[config.mk]
export PLATFORM = sky130hd
export DESIGN_NAME = unified_mem_arbiter
export DESIGN_NICKNAME = d
export VERILOG_FILES = /design/src/rtl/unified_mem_arbiter.sv
export SDC_FILE = /design/constraint.sdc
export NUM_CORES = 1
export LEC_CHECK = 0
export ABC_AREA = 1
export CORE_MARGIN = 2
export CORE_UTILIZATION = 45
export CTS_BUF_LIST = sky130_fd_sc_hd__clkbuf_4 sky130_fd_sc_hd__clkbuf_8
export DETAILED_ROUTE_END_ITERATION = 8
export PLACE_DENSITY = 0.83
export SYNTH_ARGS = -nofsm -noshare
export SYNTH_HDL_FRONTEND = slang
export SYNTH_SLANG_ARGS = --single-unit
[constraint.sdc]
create_clock -name clk -period 8.7 [get_ports clk]
set_input_delay 1.74 -clock clk [delete_from_list [all_inputs] [get_ports clk]]
set_output_delay 1.74 -clock clk [all_outputs]
set_load 0.01 [all_outputs]
[src/rtl/unified_mem_arbiter.sv]
// Shares one single-port memory between the instruction-fetch port and the data port.
// One outstanding transaction at a time; data wins over fetch except when fetch has starved.
module unified_mem_arbiter #(
    parameter int STARVE_LIMIT = 4,
    parameter int TIMEOUT      = 64
) (
    input  logic        clk,
    input  logic        reset,
    // fetch port
    input  logic        if_req,
    input  logic [31:0] if_addr,
    output logic [31:0] if_rdata,
    output logic        if_valid,
    // data port
    input  logic        d_req,
    input  logic        d_we,
    input  logic [31:0] d_addr,
    input  logic [31:0] d_wdata,
    input  logic [3:0]  d_wstrb,
    output logic [31:0] d_rdata,
    output logic        d_valid,
    output logic        bus_err,
    // memory port
    output logic        mem_req,
    output logic        mem_we,
    output logic [31:0] mem_addr,
    output logic [31:0] mem_wdata,
    output logic [3:0]  mem_wstrb,
    input  logic        mem_gnt,
    input  logic        mem_rvalid,
    input  logic [31:0] mem_rdata,
    // performance
    output logic [31:0] conflict_cnt
);

    localparam int SW = $clog2(STARVE_LIMIT + 1);
    localparam int TW = $clog2(TIMEOUT + 1);
    localparam logic [SW-1:0] STARVE_MAX = SW'(STARVE_LIMIT);
    localparam logic [TW-1:0] TIMER_LAST = TW'(TIMEOUT - 1);

    typedef enum logic [1:0] {
        S_IDLE = 2'd0,
        S_REQ  = 2'd1,
        S_WAIT = 2'd2
    } state_e;

    state_e         state_q, state_d;
    logic           own_data_q, own_data_d;
    logic           we_q, we_d;
    logic [31:0]    addr_q, addr_d;
    logic [31:0]    wdata_q, wdata_d;
    logic [3:0]     wstrb_q, wstrb_d;
    logic           mem_req_q, mem_req_d;
    logic [TW-1:0]  timer_q, timer_d;
    logic [SW-1:0]  starve_q, starve_d;
    logic [31:0]    conflict_q, conflict_d;
    logic           if_valid_q, if_valid_d;
    logic           d_valid_q, d_valid_d;
    logic           bus_err_q, bus_err_d;
    logic [31:0]    if_rdata_q, if_rdata_d;
    logic [31:0]    d_rdata_q, d_rdata_d;

    logic           data_wins_s;
    logic           fetch_wins_s;
    logic [TW-1:0]  timer_inc_s;
    logic [31:0]    rsp_data_s;

    // Fetch only overrides a pending data request once it has lost STARVE_LIMIT times in a row
    assign data_wins_s  = d_req && !(if_req && (starve_q == STARVE_MAX));
    assign fetch_wins_s = if_req && !data_wins_s;
    assign timer_inc_s  = timer_q + TW'(1);
    assign rsp_data_s   = we_q ? 32'h0000_0000 : mem_rdata;

    // State and datapath registers
    always_ff @(posedge clk or posedge reset) begin
        if (reset) begin
            state_q    <= S_IDLE;
            own_data_q <= 1'b0;
            we_q       <= 1'b0;
            addr_q     <= 32'h0000_0000;
            wdata_q    <= 32'h0000_0000;
            wstrb_q    <= 4'b0000;
            mem_req_q  <= 1'b0;
            timer_q    <= '0;
            starve_q   <= '0;
            conflict_q <= 32'h0000_0000;
            if_valid_q <= 1'b0;
            d_valid_q  <= 1'b0;
            bus_err_q  <= 1'b0;
            if_rdata_q <= 32'h0000_0000;
            d_rdata_q  <= 32'h0000_0000;
        end else begin
            state_q    <= state_d;
            own_data_q <= own_data_d;
            we_q       <= we_d;
            addr_q     <= addr_d;
            wdata_q    <= wdata_d;
            wstrb_q    <= wstrb_d;
            mem_req_q  <= mem_req_d;
            timer_q    <= timer_d;
            starve_q   <= starve_d;
            conflict_q <= conflict_d;
            if_valid_q <= if_valid_d;
            d_valid_q  <= d_valid_d;
            bus_err_q  <= bus_err_d;
            if_rdata_q <= if_rdata_d;
            d_rdata_q  <= d_rdata_d;
        end
    end

    // Arbitration, transaction sequencing and completion reporting
    always_comb begin
        state_d    = state_q;
        own_data_d = own_data_q;
        we_d       = we_q;
        addr_d     = addr_q;
        wdata_d    = wdata_q;
        wstrb_d    = wstrb_q;
        mem_req_d  = mem_req_q;
        timer_d    = timer_q;
        if_valid_d = 1'b0;
        d_valid_d  = 1'b0;
        bus_err_d  = 1'b0;
        if_rdata_d = 32'h0000_0000;
        d_rdata_d  = 32'h0000_0000;

        case (state_q)
            S_IDLE: begin
                if (data_wins_s) begin
                    state_d    = S_REQ;
                    own_data_d = 1'b1;
                    we_d       = d_we;
                    addr_d     = d_addr;
                    wdata_d    = d_wdata;
                    wstrb_d    = d_we ? d_wstrb : 4'b0000;
                    mem_req_d  = 1'b1;
                end else if (fetch_wins_s) begin
                    state_d    = S_REQ;
                    own_data_d = 1'b0;
                    we_d       = 1'b0;
                    addr_d     = if_addr;
                    wdata_d    = 32'h0000_0000;
                    wstrb_d    = 4'b0000;
                    mem_req_d  = 1'b1;
                end else begin
                    state_d    = S_IDLE;
                    mem_req_d  = 1'b0;
                end
            end
            S_REQ: begin
                if (mem_gnt) begin
                    state_d   = S_WAIT;
                    mem_req_d = 1'b0;
                    timer_d   = '0;
                end else begin
                    state_d   = S_REQ;
                    mem_req_d = 1'b1;
                end
            end
            S_WAIT: begin
                if (mem_rvalid) begin
                    state_d = S_IDLE;
                    if (own_data_q) begin
                        d_valid_d = 1'b1;
                        d_rdata_d = rsp_data_s;
                    end else begin
                        if_valid_d = 1'b1;
                        if_rdata_d = rsp_data_s;
                    end
                end else if (timer_inc_s == TIMER_LAST) begin
                    // Abort lands the error pulse exactly TIMEOUT cycles after the grant
                    state_d   = S_IDLE;
                    bus_err_d = 1'b1;
                    if (own_data_q) begin
                        d_valid_d = 1'b1;
                    end else begin
                        if_valid_d = 1'b1;
                    end
                end else begin
                    state_d = S_WAIT;
                    timer_d = timer_inc_s;
                end
            end
            default: begin
                state_d   = S_IDLE;
                mem_req_d = 1'b0;
            end
        endcase
    end

    // Starvation counter for the fetch port
    always_comb begin
        starve_d = starve_q;
        if (!if_req) begin
            starve_d = '0;
        end else if ((state_q == S_IDLE) && fetch_wins_s) begin
            starve_d = '0;
        end else if ((state_q == S_IDLE) && data_wins_s && (starve_q != STARVE_MAX)) begin
            starve_d = starve_q + SW'(1);
        end else begin
            starve_d = starve_q;
        end
    end

    // Contention counter: idle cycles with both ports requesting
    always_comb begin
        conflict_d = conflict_q;
        if ((state_q == S_IDLE) && if_req && d_req) begin
            conflict_d = conflict_q + 32'd1;
        end else begin
            conflict_d = conflict_q;
        end
    end

    assign mem_req      = mem_req_q;
    assign mem_we       = we_q;
    assign mem_addr     = addr_q;
    assign mem_wdata    = wdata_q;
    assign mem_wstrb    = wstrb_q;
    assign if_valid     = if_valid_q;
    assign if_rdata     = if_rdata_q;
    assign d_valid      = d_valid_q;
    assign d_rdata      = d_rdata_q;
    assign bus_err      = bus_err_q;
    assign conflict_cnt = conflict_q;

endmodule

==> qor.csv <==
stage,metric,value,unit
timing,final worst path period share,50.37,%
worst_setup_path,Critical path origin,d_req,
worst_setup_path,Worst setup SP type,primary input,
yosys,xor/xnor cell area share of the yosys netlist,3.141,%
drt,DR WL/cell,16.11,um
yosys,ys async rst share,100.0,%
clock_tree,Worst-Skew Late Latency,0.48,ns
timing,final slew viol count,0,
drt,DR vias/cell,5.064,
placed_design,post-detail-place hpwl,15190,um
clock_tree,CTS Sinks,182,
worst_setup_path,critical path depth in cells,9,
worst_setup_path,maximum fanout along the worst path,65,
yosys,syn nets,916,
worst_setup_path,worst path cell trace,clkdlybuf4s50_1 > nand2_2 > nor2_2 > buf_4 > nor2_2 > buf_4 > inv_2 > nor2_1 > a31oi_1,
power_and_ir_drop,maximum vdd drop,0.1253,mV
placed_design,Post-DP Area,10760,sq um
yosys,Post-Synth Adder-Cell Area,0.8310,%
cells_and_area,layout cells sized above 1,5.545,%
clock_tree,CTS tree,built,
cells_and_area,"commonest cells after routing, fill and taps aside","clkdlybuf4s50_1, dfrtp_1, nand2_1",
timing,RSZ-0062 raised after global routing,no,
yosys,area share of and/or/nand/nor cells after synthesis,21.82,%
power_and_ir_drop,sequential share of power,41.9,%
yosys,Synth Warn #,0,
drt,Antenna Nets Post-Route,0,
cells_and_area,# nets final,1213,
power_and_ir_drop,switching share of power,35.46,%
drt,DRT Wirelength,20970,um
global_route,initial antenna violation count,0,
timing,f_max,228.2,MHz
timing,Hold Slack,0.4726,ns
power_and_ir_drop,P per Cell Area,249.9,nW/um^2
die,Die Y,133.3,um
run,max-cap viol count,0,
yosys,prevailing post-synth register cell,dfrtp_1,
die,Die Area,17780,sq um
placed_design,# port buffers,307,
cells_and_area,Area Growth Syn to Fin,48.26,%
worst_hold_path,Hold Crit Class,reg -> reg,
worst_setup_path,CP Class,in -> reg,
clock_tree,TritonCTS Buffers,17,
worst_hold_path,Hold Path Stages,1,
die,# IOs,308,
drt,Pre-Repair DR Iteration Count,5,
yosys,post-synth cell types,36,
yosys,post-synthesis compound-gate area fraction,7.579,%
global_route,largest net degree at the start of global routing,119,
global_route,global-route wire length before repair,33590,um
worst_setup_path,Worst Path Buf+Inv,4,
timing,"Hold Vio Cnt, Final",0,
power_and_ir_drop,Net Switching,0.0009890,W
die,die width,133.3,um
worst_setup_path,R2R setup slack,5.47,ns
power_and_ir_drop,Leakage,5.107,nW
worst_setup_path,required time worst endpoint,9.08,ns
yosys,Synth area leaders,"dfrtp_1, nand2_1, nor3_1, inv_1, a22o_1",
yosys,synthesized area,7528,sq um
yosys,Yosys reg bits,182,
cells_and_area,design area,11160,sq um
cells_and_area,"commonest non-fill, non-tap cell in the layout",clkdlybuf4s50_1,
global_route,GR Util All Layers,24.00,%
power_and_ir_drop,Gate power share,37.6,%
clock_tree,hold buffers post-CTS,0,
worst_setup_path,Slowest cell on crit path,inv_2,
timing,skew final,0.02869,ns
yosys,Yosys top cell area share,60.50,%
clock_tree,Post-CTS Setup Bufs,0,
die,row count,47,
worst_setup_path,Critical Path AT,4.77,ns
clock_tree,Worst-path clk slew,0.10,ns
worst_setup_path,Max stage delay on crit path,0.75,ns
global_route,vias in the first global route,6472,
cells_and_area,multi-input logic area,2515,sq um
power_and_ir_drop,Clock Power Share,20.5,%
clock_tree,CTS resizes,0,
clock_tree,number of H-tree levels,4,
cells_and_area,Fillers,1282,
cells_and_area,ANT cells,0,
die,Core ar.,16470,sq um
worst_setup_path,FF-to-FF End,mem_addr[31]$_DFFE_PP0P_,
worst_setup_path,Setup crit end,mem_addr[31]$_DFFE_PP0P_,
die,Initial Utilization,45.72,%
worst_setup_path,FF-to-FF path depth,11,
global_route,total gr overflow,0,
yosys,mux cell area share after synthesis,0,%
clock_tree,Root Buffer,clkbuf_8,
placed_design,GP Congestion,0.8717,
timing,Setup TNS Final,0,ns
timing,Final setup viols,0,
yosys,count of flip-flops with a built-in enable after synthesis,0,
worst_setup_path,reg2reg start,starve_q[0]$_DFFE_PP0P_,
run_status,status,completed,
clock_tree,Max Buffers Root-to-Sink,2,
yosys,sequential share of the synthesized area,60.50,%
worst_setup_path,CP endpoint kind,flop,
yosys,Post-Syn Instances,772,
drt,Vias,6593,
yosys,syn_area_per_cell,9.752,sq um
timing,max_slew headroom,19.69,%
yosys,Synth area leader,dfrtp_1,
power_and_ir_drop,cell-internal power,0.001800,W
drt,# DRC,0,
drt,Iter 0 DRT Violations,378,
cells_and_area,FF/Latch Area,4554,sq um
timing,post-layout min period,4.382,ns
timing,Slew @ Worst Pin,1.202,ns
worst_setup_path,Top Family by Delay on Critical Path,buffers and inverters,
yosys,largest family of logic cells by synthesized area,simple AND/OR/NAND/NOR gates,
-- cells by family (layout without fill, tap and decap cells) --
| family | count (synthesis) | in the layout |
|---|---|---|
| AOI/OAI and AO/OA | 77 | 77 |
| xor gates and xnor gates | 27 | 27 |
| adders and majority gates | 5 | 5 |
| buffers and inverters | 116 | 426 |
| DFF | 182 | 182 |
| and+or+nand+nor | 365 | 365 |
-- through the flow --
step	utilization, %	worst slack [ns]	std cells	total power [W]
finish	67.79	4.318	1302	0.002789
detailed placement	65.37	3.827	1270	0.002237
floorplan	-	2.016	772	0.001682
CTS	67.79	4.336	1302	0.002810
global placement	65.37	3.910	1270	0.002217
global route	67.79	4.021	1302	0.002955
-- metal layers --
layer  vias to the layer above  wire (um)  track usage (%)
li1                       3119          -                -
met2                       286      10380            40.32
met4                         0        985            11.82
met5                         -          0                0
met3                        67       1357            5.784
met1                      3121       8252            29.09
-- flip-flops by register name, indices dropped and copies added, names as in the netlist --
signal,flops
conflict_cnt,32
d_rdata,32
if_rdata,32
mem_addr,32
mem_wdata,32
timer_q,7
mem_wstrb,4
starve_q,3
state_q,2
bus_err,1
d_valid,1
if_valid,1
mem_req,1
mem_we,1
own_data_q,1
-- worst min-delay path by stage --
stage	from	end
floorplan	own_data_q$_DFFE_PP0P_	if_valid$_DFF_PP0_
global placement	own_data_q$_DFFE_PP0P_	if_valid$_DFF_PP0_
detailed placement	mem_wdata[12]$_DFFE_PP0P_	mem_wdata[12]$_DFFE_PP0P_
CTS	own_data_q$_DFFE_PP0P_	if_valid$_DFF_PP0_
global route	own_data_q$_DFFE_PP0P_	if_valid$_DFF_PP0_
finish	own_data_q$_DFFE_PP0P_	if_valid$_DFF_PP0_
-- worst register-to-register path: cells and delay by family (launching register included) --
kind	cells	cell delay, ns
adders and majority gates	1	0.21
and+or+nand+nor	5	0.90
DFF	1	0.38
AOI/OAI and AO/OA	1	0.19
buffers and inverters	4	1.47
-- synth_stat cells, drive strengths merged (4+ instances only) --
library cell / instances
clkbuf: 20
nor3: 79
buf: 13
ha: 5
nand2: 176
nand3: 25
a32o: 4
nor2: 68
xor2: 17
a31oi: 33
nand4: 10
xnor2: 10
a22o: 32
o21ai: 4
inv: 82
dfrtp: 182
-- power by group through the flow --
stage | Sequential, W | Clock [W] | Combinational [W]
floorplan | 0.00126 | 0 | 0.000421
global route | 0.00120 | 0.000622 | 0.00114
global placement | 0.00118 | 0 | 0.00103
detailed placement | 0.00119 | 0 | 0.00105
finish | 0.00117 | 0.000572 | 0.00105
CTS | 0.00117 | 0.000585 | 0.00105
-- final cells by class --
cell class                      count  share of cell area, %
Clock buffer                       18                  2.219
Clock inverter                     14                  1.345
Inverter                           83                  2.836
Multi-Input combinational cell    474                  22.53
Sequential cell                   182                  40.80
Tap cell                          220                  2.466
Timing Repair Buffer              311                  27.80
Power figures use the tool's default switching activity.
